[src/rtl/uart_rx_deframer_pkg.sv]
// rtl/uart_rx_deframer_pkg.sv - shared UART receive definitions
// Purpose: FSM state encoding, oversampling default and baud divider helper,
//          shared by the RX deframer and the planned TX serialiser.
// Ports:   none (package)
package uart_rx_deframer_pkg;

  typedef enum logic [2:0] {
    ST_IDLE    = 3'd0,
    ST_START   = 3'd1,
    ST_DATA    = 3'd2,
    ST_STOP    = 3'd3,
    ST_WAIT_HI = 3'd4
  } rx_state_t;

  localparam int OVS_DEFAULT = 16;

  // Clocks per oversampling tick, rounded down.
  function automatic int calc_div(input int clk_freq, input int baud, input int ovs);
    return clk_freq / (baud * ovs);
  endfunction

endpackage

[src/rtl/uart_rx_deframer_baud_tick.sv]
// rtl/uart_rx_deframer_baud_tick.sv - oversampling tick generator
// Purpose: counts 0..DIV-1 and emits a one-cycle tick on DIV-1; clr restarts
//          the count so ticks are phase-aligned to a detected start edge.
// Ports:   clk  in  system clock
//          rst  in  asynchronous active-low reset
//          clr  in  synchronous counter clear
//          tick out one-cycle pulse every DIV clocks
module uart_baud_tick #(
  parameter int DIV = 27
) (
  input  logic clk,
  input  logic rst,
  input  logic clr,
  output logic tick
);

  localparam int W = (DIV > 1) ? $clog2(DIV) : 1;
  localparam logic [W-1:0] LAST = W'(DIV - 1);

  logic [W-1:0] r_cnt;

  always_ff @(posedge clk or negedge rst) begin
    if (!rst) begin
      r_cnt <= '0;
    end else if (clr || (r_cnt == LAST)) begin
      r_cnt <= '0;
    end else begin
      r_cnt <= r_cnt + W'(1);
    end
  end

  assign tick = (r_cnt == LAST) && !clr;

endmodule

[src/rtl/uart_rx_deframer.sv]
// rtl/uart_rx_deframer.sv - 8N1 UART receiver with one-byte holding register
// Purpose: synchronises the RX pin, samples each bit at its centre using an
//          oversampling tick, deframes 8N1 characters (LSB first) and holds
//          one byte for the consumer; flags framing errors and overruns.
// Ports:   clk      in   system clock
//          rst      in   asynchronous active-low reset
//          uart_rxd in   serial line, idle high
//          rd       in   one-cycle read strobe
//          drec     out  last accepted byte
//          avail    out  byte waiting in drec
//          ferr     out  framing error pulse
//          ovf      out  sticky overrun, cleared by rd
module uart_rx_deframer
  import uart_rx_deframer_pkg::*;
#(
  parameter int clk_freq = 50000000,
  parameter int baud     = 115200,
  parameter int OVS      = OVS_DEFAULT
) (
  input  logic       clk,
  input  logic       rst,
  input  logic       uart_rxd,
  input  logic       rd,
  output logic [7:0] drec,
  output logic       avail,
  output logic       ferr,
  output logic       ovf
);

  localparam int DIV = calc_div(clk_freq, baud, OVS);
  localparam int SW  = $clog2(OVS);
  localparam logic [SW-1:0] S_MID  = SW'(OVS / 2 - 1);
  localparam logic [SW-1:0] S_LAST = SW'(OVS - 1);

  logic            r_sync1;
  logic            r_rxs;
  rx_state_t       r_state;
  logic [SW-1:0]   r_s;
  logic [2:0]      r_idx;
  logic [7:0]      r_shift;
  logic [7:0]      r_drec;
  logic            r_avail;
  logic            r_ferr;
  logic            r_ovf;
  logic            w_tick;
  logic            w_clr;

  always_ff @(posedge clk or negedge rst) begin
    if (!rst) begin
      r_sync1 <= 1'b1;
      r_rxs   <= 1'b1;
    end else begin
      r_sync1 <= uart_rxd;
      r_rxs   <= r_sync1;
    end
  end

  // Restart tick phase on the start edge so samples land at bit centres.
  assign w_clr = (r_state == ST_IDLE) && !r_rxs;

  uart_baud_tick #(
    .DIV (DIV)
  ) u_baud_tick (
    .clk  (clk),
    .rst  (rst),
    .clr  (w_clr),
    .tick (w_tick)
  );

  always_ff @(posedge clk or negedge rst) begin
    if (!rst) begin
      r_state <= ST_IDLE;
      r_s     <= '0;
      r_idx   <= '0;
      r_shift <= '0;
      r_drec  <= '0;
      r_avail <= 1'b0;
      r_ferr  <= 1'b0;
      r_ovf   <= 1'b0;
    end else begin
      r_ferr <= 1'b0;

      if (w_clr) begin
        r_s <= '0;
      end else if (w_tick) begin
        r_s <= r_s + SW'(1);
      end

      if (rd && r_avail) begin
        r_avail <= 1'b0;
        r_ovf   <= 1'b0;
      end

      unique case (r_state)
        ST_IDLE: begin
          if (!r_rxs) r_state <= ST_START;
        end
        ST_START: begin
          if (w_tick && (r_s == S_MID)) begin
            if (r_rxs) begin
              r_state <= ST_IDLE;       // too short to be a start bit
            end else begin
              r_state <= ST_DATA;
              r_s     <= '0;
              r_idx   <= '0;
            end
          end
        end
        ST_DATA: begin
          if (w_tick && (r_s == S_LAST)) begin
            r_shift <= {r_rxs, r_shift[7:1]};
            r_idx   <= r_idx + 3'd1;
            if (r_idx == 3'd7) r_state <= ST_STOP;
          end
        end
        ST_STOP: begin
          if (w_tick && (r_s == S_LAST)) begin
            if (r_rxs) begin
              r_state <= ST_IDLE;
              // A read in this cycle frees the holding register for the new byte.
              if (!r_avail || rd) begin
                r_drec  <= r_shift;
                r_avail <= 1'b1;
              end else begin
                r_ovf <= 1'b1;
              end
            end else begin
              r_ferr  <= 1'b1;
              r_state <= ST_WAIT_HI;
            end
          end
        end
        ST_WAIT_HI: begin
          if (r_rxs) r_state <= ST_IDLE;
        end
        default: r_state <= ST_IDLE;
      endcase
    end
  end

  assign drec  = r_drec;
  assign avail = r_avail;
  assign ferr  = r_ferr;
  assign ovf   = r_ovf;

endmodule

[config.mk]
export PLATFORM = sky130hd
export DESIGN_NAME = uart_rx_deframer
export DESIGN_NICKNAME = d
export VERILOG_FILES = /design/src/rtl/uart_rx_deframer_pkg.sv /design/src/rtl/uart_rx_deframer_baud_tick.sv /design/src/rtl/uart_rx_deframer.sv
export SDC_FILE = /design/constraint.sdc
export NUM_CORES = 1
export LEC_CHECK = 0
export CAP_MARGIN = 40
export CORE_ASPECT_RATIO = 0.6
export CORE_MARGIN = 2
export CORE_UTILIZATION = 45
export CTS_CLUSTER_DIAMETER = 50
export CTS_CLUSTER_SIZE = 14
export DETAILED_ROUTE_END_ITERATION = 8
export PLACE_DENSITY = 0.65
export SLEW_MARGIN = 20
export SYNTH_ARGS = -nofsm -noshare
export SYNTH_HDL_FRONTEND = slang
export SYNTH_SLANG_ARGS = --single-unit
[constraint.sdc]
create_clock -name clk -period 5.6 [get_ports clk]
set_input_delay 1.12 -clock clk [delete_from_list [all_inputs] [get_ports clk]]
set_output_delay 1.12 -clock clk [all_outputs]
set_load 0.01 [all_outputs]
==> results.md <==
- Status: finished clean
- Vias in the first global route: 931
- Worst IR Drop VDD: 0.1522 mV
- Seq cells post-synth: 36
- Synth area leader: dfrtp_1
- Hold_sp: r_sync1
- Fin. Hold Viols: 0
- WP depth: 1
- # nets final: 149
- Final worst-path cycle share: 0.4201
- Hold buffers post-CTS: 0
- Num CTS Buffers: 5
- Maxcap violations: 0
- Num ports: 15
- First-pass GRT wire length: 4692 µm
- Worst r2r path cells: 6
- Seq/Total Area, Yosys: 0.5614
- R2r startpoint: u_baud_tick.r_cnt[0]
- Clock slew at reported path FFs: 0.06 ns
- RSZ-0062 raised after global routing: no
- Fraction of layout cells with a size suffix above 1: 0.2429
- Top delay family on crit path: buffers and inverters
- Minimum clock period: 2.353 ns
- Hold_ws: 0.3578 ns
- Worst Setup EP: avail
- # port buffers: 14
- Max_slew headroom: 0.5583
- Crit path buf inv count: 1
- Syn_nets: 132
- Std cell rows: 16
- Worst Setup Start Kind: flip-flop
- Vias/cell: 5.103
- Number of H-tree levels: 2
- CP required: 4.48 ns
- Root Buffer: clkbuf_8
- CTS tree: done
- Synth warnings: 0
- Top cell type's share of synthesized area: 0.5288
- Initial Util: 0.4813
- Cell variety after synth: 30
- Reg-to-Reg End: r_shift[1]
- Residual DRC: 0
- Final ANT Viol Nets: 0
- Commonest non-fill, non-tap cell in the layout: dfrtp_1
- Hpwl dp: 1897 µm
- Fin Setup TNS: 0 ns
- Layout Skew: 0.004926 ns
- CP peak stage delay: 0.55 ns
- DRT Pass-1 Iters: 4
- Largest net degree at the start of global routing: 37
- Placed inst area: 1759 µm²
- Sink Count: 36
- Drt wl/cell: 14.51 µm
- FF-to-FF setup slack: 3.32 ns
- Post-Synthesis Cells: 123
- Utilization after layout: 0.5494
- GP Congestion: 0.7566
- WL final: 2684 µm
- Slew Viols, Final: 0
- Antenna Cells: 0
- Initial DRC Count: 56
- Initial antenna violation count: 0
- Final setup viols: 0
- Post_cts resized: 0
- Worst skew pair latency: 0.28 ns
- Kind of critical path: reg -> out
- Post-CTS Setup Bufs: 0
- Synth top area cells: dfrtp_1, mux2_2, ha_1
- CP startpoint: avail
- Total Power: 0.4416 mW
- Core area: 3343 µm²
- Crit-path max FO: 4
- Worst Max-Slew Pin Slew: 0.6541 ns
- Die X: 81.20 µm
- Syn avg cell area: 13.08 µm²
- Commonest non-fill, non-tap cells in the layout: dfrtp_1, mux2_2, nor2_1, clkdlybuf4s50_1, nand2_1
- Vias: 944
- Aggregate global-route resource usage: 0.1577
- Design area: 1837 µm²
- Leak: 0.8514 nW
- Mapped cell area: 1609 µm²
- Power Dens Cells: 240.4 nW/µm²
- Hold WC Path Type: reg -> reg
- Die Ht: 50.32 µm
- Max clock buf depth: 2
- Area growth syn-to-layout: 14.15%
- GR Overflow Total: 0
- Critical-path cell list: clkdlybuf4s50_1
- CP Capture Type: primary output
- Die area: 4086 µm²
- Critical-path top delay cell: clkdlybuf4s50_1
- Signal arrival time at the worst endpoint: 1.23 ns
- Achievable clock frequency: 425.1 MHz
==> cell type report <==
class	instances	area (µm²)
Multi-Input combinational cell	80	644.4
Inverter	2	7.507
Sequential cell	36	903.4
Timing Repair Buffer	15	147.6
Tap cell	45	56.30
Clock buffer	6	72.57
Clock inverter	1	5.005
Fill cell	271	1506
==> where the power goes <==
group	switching [mW]	internal [mW]
sequential	0.00150	0.262
combinational	0.00649	0.00401
clock	0.0832	0.0844
total	0.0912	0.350
==> registers in the layout (all words and copies together), names as in the netlist <==
register           flops
r_shift                8
avail                  1
r_sync1                1
u_baud_tick.r_cnt      5
r_s                    4
drec                   8
r_idx                  3
r_state                3
ferr                   1
ovf                    1
r_rxs                  1
==> synth_stat cells, drive strengths merged <==
cell type	n
a22o	2
nand2	9
o21bai	1
nor4	1
o41ai	1
a2111oi	1
a41oi	1
nor2	14
nand4	2
a21oi	6
xnor2	3
nand4b	1
xor2	4
inv	2
nor4b	1
buf	2
nor3	1
and4b	1
mux2	17
ha	5
o21ai	1
dfstp	2
clkbuf	3
dfrtp	34
nand3	3
a211oi	2
or3	1
nand2b	2
==> metrics by stage <==
step                      instances  setup slack [ns]
after detailed placement        178             3.067
after CTS                       185             3.232
after floorplan                 123             3.622
after global routing            185             3.151
final                           185             3.247
after global placement          178             3.148
==> routing by layer <==
layer | global-route usage | up-vias | wire [µm]
met3 | 0.05396 | 2 | 158
met5 | 0 | - | 0
met1 | 0.2494 | 455 | 1398
met4 | 0.05085 | 0 | 13
met2 | 0.1970 | 20 | 1114
li1 | - | 467 | -
==> how the worst min path moves through the flow <==
| stage | depth (start not counted) | end | slack (ns) |
|---|---|---|---|
| 6_report | 0 | r_rxs | 0.36 |
| 5_1_grt | 0 | r_rxs | 0.36 |
| 4_1_cts | 0 | r_rxs | 0.36 |
| 3_5_place_dp | 0 | r_rxs | 0.35 |
| 3_3_place_gp | 0 | r_rxs | 0.35 |
| 2_1_floorplan | 0 | r_rxs | 0.35 |
==> logic make-up (layout without fill, tap and decap cells) <==
logic type,Yosys count,after routing,share of synthesized area
compound gates,15,15,0.06454
fa+ha+maj,5,5,0.03888
flops,36,36,0.5614
mux,17,17,0.1190
xor+xnor,7,7,0.03810
simple gates,36,36,0.1400
buf+inv,7,24,0.03810
Note: power is estimated with default switching activity, not from simulation.
